## config.mk

```make
export PLATFORM = sky130hd
export DESIGN_NAME = radix2_divider
export DESIGN_NICKNAME = d
export VERILOG_FILES = /design/src/rtl/div_pkg.sv /design/src/rtl/div_step.sv /design/src/rtl/radix2_divider.sv
export SDC_FILE = /design/constraint.sdc
export NUM_CORES = 1
export LEC_CHECK = 0
export CAP_MARGIN = 5
export CORE_MARGIN = 5
export CORE_UTILIZATION = 57
export DETAILED_ROUTE_END_ITERATION = 10
export HOLD_SLACK_MARGIN = 0.02
export PLACE_DENSITY_LB_ADDON = 0.2
export REMOVE_ABC_BUFFERS = 1
export SLEW_MARGIN = 10
export SYNTH_ARGS = -nofsm -noshare
export SYNTH_HDL_FRONTEND = slang
export SYNTH_SLANG_ARGS = --single-unit
export TNS_END_PERCENT = 1
```

## constraint.sdc

```tcl
create_clock -name clk -period 4.1 [get_ports clk]
set_clock_uncertainty 0.05 [all_clocks]
set_input_delay 0.41 -clock clk [delete_from_list [all_inputs] [get_ports clk]]
set_output_delay 0.41 -clock clk [all_outputs]
set_load 0.02 [all_outputs]
```

## src/rtl/div_pkg.sv

```systemverilog
// Shared types for the radix-2 restoring divider: FSM states, result record
// and the fixed error-result pattern.
package div_pkg;

   localparam int DIV_N = 8;

   typedef enum logic [1:0] {
      IDLE,
      CALC,
      DONE
   } div_state_t;

   typedef struct packed {
      logic [DIV_N-1:0] quotient;
      logic [DIV_N-1:0] remainder;
      logic             div0;
      logic             ovf;
   } div_result_t;

   // Saturated quotient, zero remainder; exactly one of div0/ovf set.
   function automatic div_result_t err_result(input logic is_div0);
      div_result_t res;
      res.quotient  = '1;
      res.remainder = '0;
      res.div0      = is_div0;
      res.ovf       = ~is_div0;
      return res;
   endfunction

endpackage

```

## src/rtl/div_step.sv

```systemverilog
// One combinational restoring-division step: shift {R,Q} left by one, trial
// subtract the divisor, keep the difference and set Q[0] when it is non-negative.
module div_step
   import div_pkg::*;
#(
   parameter int N = DIV_N
) (
   input  logic [N-1:0] r,
   input  logic [N-1:0] q,
   input  logic [N-1:0] divisor,
   output logic [N-1:0] r_next,
   output logic [N-1:0] q_next
);

   logic [N:0] r_sh;
   logic [N:0] t;

   // r < divisor on entry, so r_sh < 2*divisor and t[N] is the trial sign.
   always_comb begin
      r_sh = {r, q[N-1]};
      t    = r_sh - {1'b0, divisor};
      if (!t[N]) begin
         r_next = t[N-1:0];
         q_next = {q[N-2:0], 1'b1};
      end else begin
         r_next = r_sh[N-1:0];
         q_next = {q[N-2:0], 1'b0};
      end
   end

endmodule

```

## src/rtl/radix2_divider.sv

```systemverilog
// Sequential restoring divider, 2N-bit dividend / N-bit divisor, one quotient
// bit per clock, valid/ready on both sides. `DIVIDER_SIGNED_EN selects two's complement.
module radix2_divider
   import div_pkg::*;
#(
   parameter int N = DIV_N
) (
   input  logic           clk,
   input  logic           rst_n,
   input  logic           in_valid,
   output logic           in_ready,
   input  logic [2*N-1:0] dividend,
   input  logic [N-1:0]   divisor,
   output logic           out_valid,
   input  logic           out_ready,
   output logic [N-1:0]   quotient,
   output logic [N-1:0]   remainder,
   output logic           div0,
   output logic           ovf
);

   localparam int CW = (N > 1) ? $clog2(N) : 1;

   div_state_t     state, state_next;
   // R[N] is always zero between steps, so only the low N bits of R are held.
   logic [N-1:0]   r_q;
   logic [N-1:0]   q_q;
   logic [N-1:0]   dv_q;
   logic [CW-1:0]  count;
   div_result_t    res;
   div_result_t    done_res;

   logic [N-1:0]   r_step;
   logic [N-1:0]   q_step;
   logic [2*N-1:0] op_dd;
   logic [N-1:0]   op_dv;
   logic           accept;
   logic           last;
   logic           err_div0;
   logic           err_ovf;

`ifdef DIVIDER_SIGNED_EN
   localparam logic [N-1:0] LIM_POS = {1'b0, {(N-1){1'b1}}};
   localparam logic [N-1:0] LIM_NEG = {1'b1, {(N-1){1'b0}}};

   logic neg_q, neg_r;
   logic neg_q_q, neg_r_q;

   always_comb begin
      neg_r = dividend[2*N-1];
      neg_q = dividend[2*N-1] ^ divisor[N-1];
      op_dd = neg_r ? -dividend : dividend;
      op_dv = divisor[N-1] ? -divisor : divisor;
   end

   always_comb begin
      done_res.div0 = 1'b0;
      done_res.ovf  = neg_q_q ? (q_step > LIM_NEG) : (q_step > LIM_POS);
      if (done_res.ovf) begin
         done_res.quotient  = '1;
         done_res.remainder = '0;
      end else begin
         done_res.quotient  = neg_q_q ? -q_step : q_step;
         done_res.remainder = neg_r_q ? -r_step : r_step;
      end
   end
`else
   always_comb begin
      op_dd = dividend;
      op_dv = divisor;
   end

   always_comb begin
      done_res.quotient  = q_step;
      done_res.remainder = r_step;
      done_res.div0      = 1'b0;
      done_res.ovf       = 1'b0;
   end
`endif

   always_comb begin
      accept   = in_valid && (state == IDLE);
      last     = (count == CW'(N-1));
      err_div0 = (op_dv == '0);
      err_ovf  = !err_div0 && (op_dd[2*N-1:N] >= op_dv);
   end

   div_step #(
      .N(N)
   ) u_step (
      .r       (r_q),
      .q       (q_q),
      .divisor (dv_q),
      .r_next  (r_step),
      .q_next  (q_step)
   );

   always_ff @(posedge clk) begin
      if (!rst_n) state <= IDLE;
      else        state <= state_next;
   end

   always_comb begin
      state_next = state;
      in_ready   = (state == IDLE);
      out_valid  = (state == DONE);
      quotient   = res.quotient;
      remainder  = res.remainder;
      div0       = res.div0;
      ovf        = res.ovf;
      unique case (state)
         IDLE:    if (accept) state_next = (err_div0 || err_ovf) ? DONE : CALC;
         CALC:    if (last) state_next = DONE;
         DONE:    if (out_ready) state_next = IDLE;
         default: state_next = IDLE;
      endcase
   end

   always_ff @(posedge clk) begin
      if (!rst_n) begin
         r_q     <= '0;
         q_q     <= '0;
         dv_q    <= '0;
         count   <= '0;
         res     <= '0;
`ifdef DIVIDER_SIGNED_EN
         neg_q_q <= 1'b0;
         neg_r_q <= 1'b0;
`endif
      end else begin
         unique case (state)
            IDLE: begin
               if (accept) begin
                  r_q   <= op_dd[2*N-1:N];
                  q_q   <= op_dd[N-1:0];
                  dv_q  <= op_dv;
                  count <= '0;
`ifdef DIVIDER_SIGNED_EN
                  neg_q_q <= neg_q;
                  neg_r_q <= neg_r;
`endif
                  if (err_div0 || err_ovf) res <= err_result(err_div0);
               end
            end
            CALC: begin
               r_q   <= r_step;
               q_q   <= q_step;
               count <= count + 1'b1;
               if (last) res <= done_res;
            end
            DONE: begin
               if (out_ready) res <= '0;
            end
            default: ;
         endcase
      end
   end

endmodule

```

Yosys cells after proc, flatten, opt, wreduce, memory -nomap -nowiden
Cells that the tools add are included.
- bits in writable memories: 0
- input bits: 28
- output and inout port bits: 20
- memory bits (read-only): 0
- word-level logic and storage cells: 50
- latch bits: 0
- register bits: 47
- memories kept: 0
- eq/ne operators: 7
- shifts and indexed selects: 0
- bitwise logic cells: 1
- magnitude comparators: 1
- reductions and logical operators: 12
- add/subtract/negate cells: 2
- muxes and demuxes: 18
- div/mod/pow operators: 0
- multipliers: 0
- operator list (cell ; count):
    $mux 18 ; 4
    $pmux 18 s3 ; 1
    $pmux 8 s2 ; 2
    $mux 8 ; 3
    $sub 9x8->9 ; 1
    $ge 8x8->1 ; 1
    $logic_not 8->1 ; 1
    $mux 2 ; 4
    $ne 2x1->1 const B ; 3
    $pmux 2 s3 ; 1
    $pmux 3 s2 ; 1
    $reduce_and 5->1 ; 1
    $reduce_and 2->1 ; 2
    $add 3x1->3 const B ; 1
    $eq 3x3->1 const B ; 1
    $mux 3 ; 1
    $reduce_and 3->1 ; 1
    $reduce_bool 3->1 ; 1
    $eq 2x1->1 const B ; 1
    $eq 2x2->1 const B ; 1
    $logic_and 1x1->1 ; 2
    $logic_not 2->1 ; 1
    $ne 2x2->1 const B ; 1
    $reduce_bool 2->1 ; 1
    other kinds (4) ; 4

Depth between registers and ports, before layout
- word-level depth: 7
- gate-level depth with buffers: 10
- gate-level depth less buffers: 9

Hierarchy
Synthesis repeated with hierarchy kept, for this count alone.
- cells, all modules: 301
- area total of the unflattened synthesis: 2845.2 sq um
- modules (own cells, without submodules) (module ; area an instance (sq um) ; sequential area each (sq um) ; cells each ; times used):
    radix2_divider ; 2307.2 ; 940.9 ; 236 ; 1
    div_step ; 538.0 ; 0.0 ; 65 ; 1

Worst setup path after synthesis
OpenSTA, ideal clock, no wires.
- path kind: reg2reg
- start point: register q_q[7]
- end point: register res, in the netlist remainder[5]
- data required time: 3.980 ns
- arrival: 2.201 ns
- clock period less this slack: 2.322 ns
- path slack: 1.778 ns
- buffers on the path: 1
- cell stages (with the launch flop): 11
- cell sequence: dfxtp_1 inv_1 ha_1 inv_1 fa_1 a211oi_1 o211ai_1 and4_1 buf_6 mux2_4 o2bb2ai_2
- cells in the longest elaborated chain, start to end: 4
- ends and longest elaborated chain (item ; line ; text):
    start: declaration ; radix2_divider.sv:27 ; logic [N-1:0] q_q;
    start signal: assignment ; radix2_divider.sv:135 ; q_q <= op_dd[N-1:0];
    start signal: assignment ; radix2_divider.sv:147 ; q_q <= q_step;
    $sub 9x8->9 ; div_step.sv:21 ; t = r_sh - {1'b0, divisor};
    $mux 8 ; div_step.sv:22 ; if (!t[N]) begin
    $mux 18 ; radix2_divider.sv:149 ; if (last) res <= done_res;
    $pmux 18 s3 ; radix2_divider.sv:131 ; unique case (state)
    end signal: assignment ; radix2_divider.sv:142 ; if (err_div0 || err_ovf) res <= err_result(err_div0);
    end signal: assignment ; radix2_divider.sv:149 ;
    end: declaration ; radix2_divider.sv:30 ; div_result_t res;
No other way between the ends. The select of a mux whose other input is x is not followed.
A chain may end at the register's enable or synchronous reset.

Worst setup path in the final report
- start point: input port divisor[5]
- end point: register res, in the netlist remainder[2]
- cells in the longest elaborated chain, start to end: 6
- ends and longest elaborated chain (item ; line ; text):
    start: declaration ; radix2_divider.sv:13 ; input logic [N-1:0] divisor,
    branches (longest 3 deep; another with $ge 8x8->1) ; -- ;
    $logic_or 1x1->1 (*) ; radix2_divider.sv:142 ;
    $ne 2x1->1 (no line) (*) ; -- ;
    $reduce_and 5->1 (no line) (*) ; -- ;
Mark *: on every way between the ends.

==> metrics.md <==
| Metric | Value |
|---|---|
| Dominant synthesized flop cell | `dfxtp_1` |
| Total Wirelength | `around 7.3 mm` |
| Remaining Overflow, GRT | `0` |
| Sink Count | `47` |
| Filler Cell Count | `~420` |
| Reg2reg setup slack | `~1.3 ns` |
| Setup_tns | `0 ns` |
| Worst R2R Start | `q_q[7]` |
| Period Utilization, post-route | `between 70% and 80%` |
| Num ports | `48` |
| Status | `finished clean` |
| Leak | `1.31 nW` |
| Worst Path Required | `4.27 ns` |
| Register area share after synthesis | `roughly 34%` |
| Most frequent cells in the layout | `dfxtp_1 (47), clkdlybuf4s50_1 (47), a21oi_1 (45)` |
| GRT Total Usage | `23.4%` |
| Maxcap violations | `0` |
| Placed Cells | `437` |
| Number of flops mapped to enable cells by yosys | `0` |
| Total number of vias | `approximately 2600` |
| Internal power | `1.39 mW` |
| Die area | `approximately 6400 sq um` |
| Residual DRC count | `0` |
| Warnings from Yosys | `0` |
| Vias per cell | `roughly 6` |
| Slew @ Worst Pin | `0.968 ns` |
| Power share of the combinational group | `63.2%` |
| # port buffers | `47` |
| Clk pin slew, worst setup/hold paths | `around 0.080 ns` |
| Final HPWL DP | `5.49 mm` |
| Crit path cell chain | `clkdlybuf4s50_1 -> inv_1 -> ha_1 -> and4_1 -> o21ai_0 -> o211ai_1 -> nand3_1 -> o2bb2ai_1` |
| Chip width | `roughly 80 microns` |
| Clk buf depth | `2` |
| Core ar. | `4750 sq um` |
| Sw Pwr | `roughly 1.3 mW` |
| Initial antenna violation count | `0` |
| Avg WL per Cell | `roughly 16 microns` |
| CTS Root Cell | `clkbuf_8` |
| Share of cells above drive strength 1 | `around 5.0%` |
| Worst flop-to-flop path endpoint | `remainder[7]` |
| Wire length of the first global-routing pass | `11.9 mm` |
| WHS Endpoint | `dv_q[3]` |
| Post-synthesis register bit count | `47` |
| Cts hold-fix bufs | `0` |
| Largest stage delay, worst path | `slightly above 0.8 ns` |
| Hold Crit Class | `flip-flop to flip-flop` |
| Gpl congestion | `about 0.94` |
| VDD IR max | `~0.44 mV` |
| Cts repair resizes | `0` |
| Post-CTS Setup Bufs | `0` |
| Crit path capture type | `flip-flop` |
| Routed Antenna Nets | `0` |
| Clock Latency Late Sink | `~0.3 ns` |
| Slew headroom | `between 30% and 40%` |
| Drt pass-1 iters | `4` |
| Num CTS Buffers | `5` |
| Crit path DAT | `between 3 and 4 ns` |
| DIE HEIGHT | `around 80 microns` |
| FP Rows | `25` |
| Number of global-route vias before repair | `approximately 2600` |
| Worst hold start | `dv_q[3]` |
| Initial drt markers | `between 100 and 150` |
| Kind of critical path | `input pin to flip-flop` |
| Startpoint Class | `input pin` |
| Count of cell types in the netlist | `57` |
| Mapped Cells | `339` |
| Seq pwr share | `roughly a quarter` |
| Cell count of the worst reg-to-reg path | `9` |
| Area grow syn2layout | `20.7%` |
| Max Freq | `336 MHz` |
| Fin cells | `roughly 450` |
| Final Hold Fails | `0` |
| Setup-failing EPs final | `0` |
| CP max FO | `12` |
| Maximum level of the CTS H-tree | `2` |
| Synth Cell Area | `2810 sq um` |
| Clock power frac | `10.3%` |
| Worst Hold Depth | `2` |
| Number of diodes | `0` |
| Fraction of registers with async set/reset | `0%` |
| Max-slew violation count | `0` |
| RSZ-0062 raised after global routing | `false` |
| Fin util | `approximately 71%` |
| Largest net degree at the start of global routing | `28` |
| Starting Density | `59.0%` |
| Sw frac | `~47%` |
| Crit-path slowest cell | `o211ai_1` |
| Pwr per Cell Area | `782 nW/um^2` |
| Final nets | `~430` |
| CTS tree | `done` |
| Fin crit period | `between 2 and 3 ns` |
| Avg Inst Size Synth | `8.27 sq um` |
flip-flops by register name, indices dropped and copies added (netlist names):
signal,flops
r_q,8
div0,1
dv_q,8
quotient,8
count,3
state,2
remainder,8
q_q,8
ovf,1
per-stage QoR:
| stage | hold slack, ns | area [sq um] | setup WS (ns) | power, mW |
|---|---|---|---|---|
| 2_1_floorplan | 0.386 | 2710 | 1.28 | 1.86 |
| 3_3_place_gp | 0.392 | 3300 | 1.05 | 2.33 |
| 3_5_place_dp | 0.400 | 3300 | 0.907 | 2.36 |
| 4_1_cts | 0.411 | 3390 | 1.19 | 2.64 |
| 5_1_grt | 0.430 | 3390 | 0.967 | 2.86 |
| 6_report | 0.407 | 3390 | 1.13 | 2.65 |
power groups by stage:
stage / Clock, mW / Sequential, mW / Combinational (mW)
CTS: 0.278 / 0.699 / 1.66
finish: 0.274 / 0.702 / 1.67
global placement: 0 / 0.705 / 1.62
global route: 0.299 / 0.719 / 1.84
floorplan: 0 / 0.743 / 1.11
detailed placement: 0 / 0.709 / 1.65
metal layers:
metal	vias up	global-route usage, %	wire (microns)
met3	17	3.92	384
li1	1310	-	-
met2	73	39.1	3520
met4	0	9.12	172
met1	1245	30.0	3180
met5	-	0	0
critical path: cells and delay by family:
| family | cells | cell delay (ns) |
|---|---|---|
| buffers and inverters | 2 | 0.55 |
| AOI/OAI and AO/OA | 3 | 1.26 |
| adders and majority gates | 1 | 0.28 |
| and+or+nand+nor | 2 | 0.64 |
synthesized netlist by cell type (all sizes together) (6+ instances only):
cell type | n | area share (%)
nand2 | 17 | 2.3
ha | 22 | 9.8
o211ai | 6 | 1.6
o21ai | 16 | 2.9
dfxtp | 47 | 34
o2bb2ai | 6 | 2.1
inv | 32 | 4.3
nor2 | 16 | 2.1
mux2i | 14 | 5.0
buf | 7 | 1.5
clkbuf | 14 | 1.9
a21oi | 46 | 8.3
a211oi | 12 | 3.2
nand3 | 23 | 4.1
worst max-delay path by stage:
stage                from           end  slack [ns]
6_report       divisor[5]  remainder[2]        1.13
5_1_grt        divisor[5]  remainder[2]        0.97
4_1_cts        divisor[5]  remainder[2]        1.19
3_5_place_dp   divisor[7]  remainder[2]        0.91
3_3_place_gp   divisor[5]  remainder[7]        1.05
2_1_floorplan    state[1]        r_q[5]        1.28
area by class of cell:
class                   instances  area (sq um)  share of cell area, %
repair buffers                 52           508                   15.0
clock buffers                   6          72.6                   2.14
inverters                      32           120                   3.55
well taps                      67          83.8                   2.48
clock inverters                 2          12.5                  0.369
multi-input cells             239          1650                   48.7
flip-flops and latches         47           941                   27.8
cells by family (layout without fill, tap and decap cells):
family | Yosys count | in the layout | synth area share (%)
AO/OA/AOI/OAI | 115 | 115 | 26.4
multiplexers | 15 | 15 | 5.53
adder cells (fa/ha/maj) | 23 | 23 | 10.5
buffers and inverters | 53 | 92 | 7.67
flip-flops | 47 | 47 | 33.5
AND/OR/NAND/NOR | 82 | 82 | 15.0
XOR/XNOR | 4 | 4 | 1.25
Power figures use the tool's default switching activity.
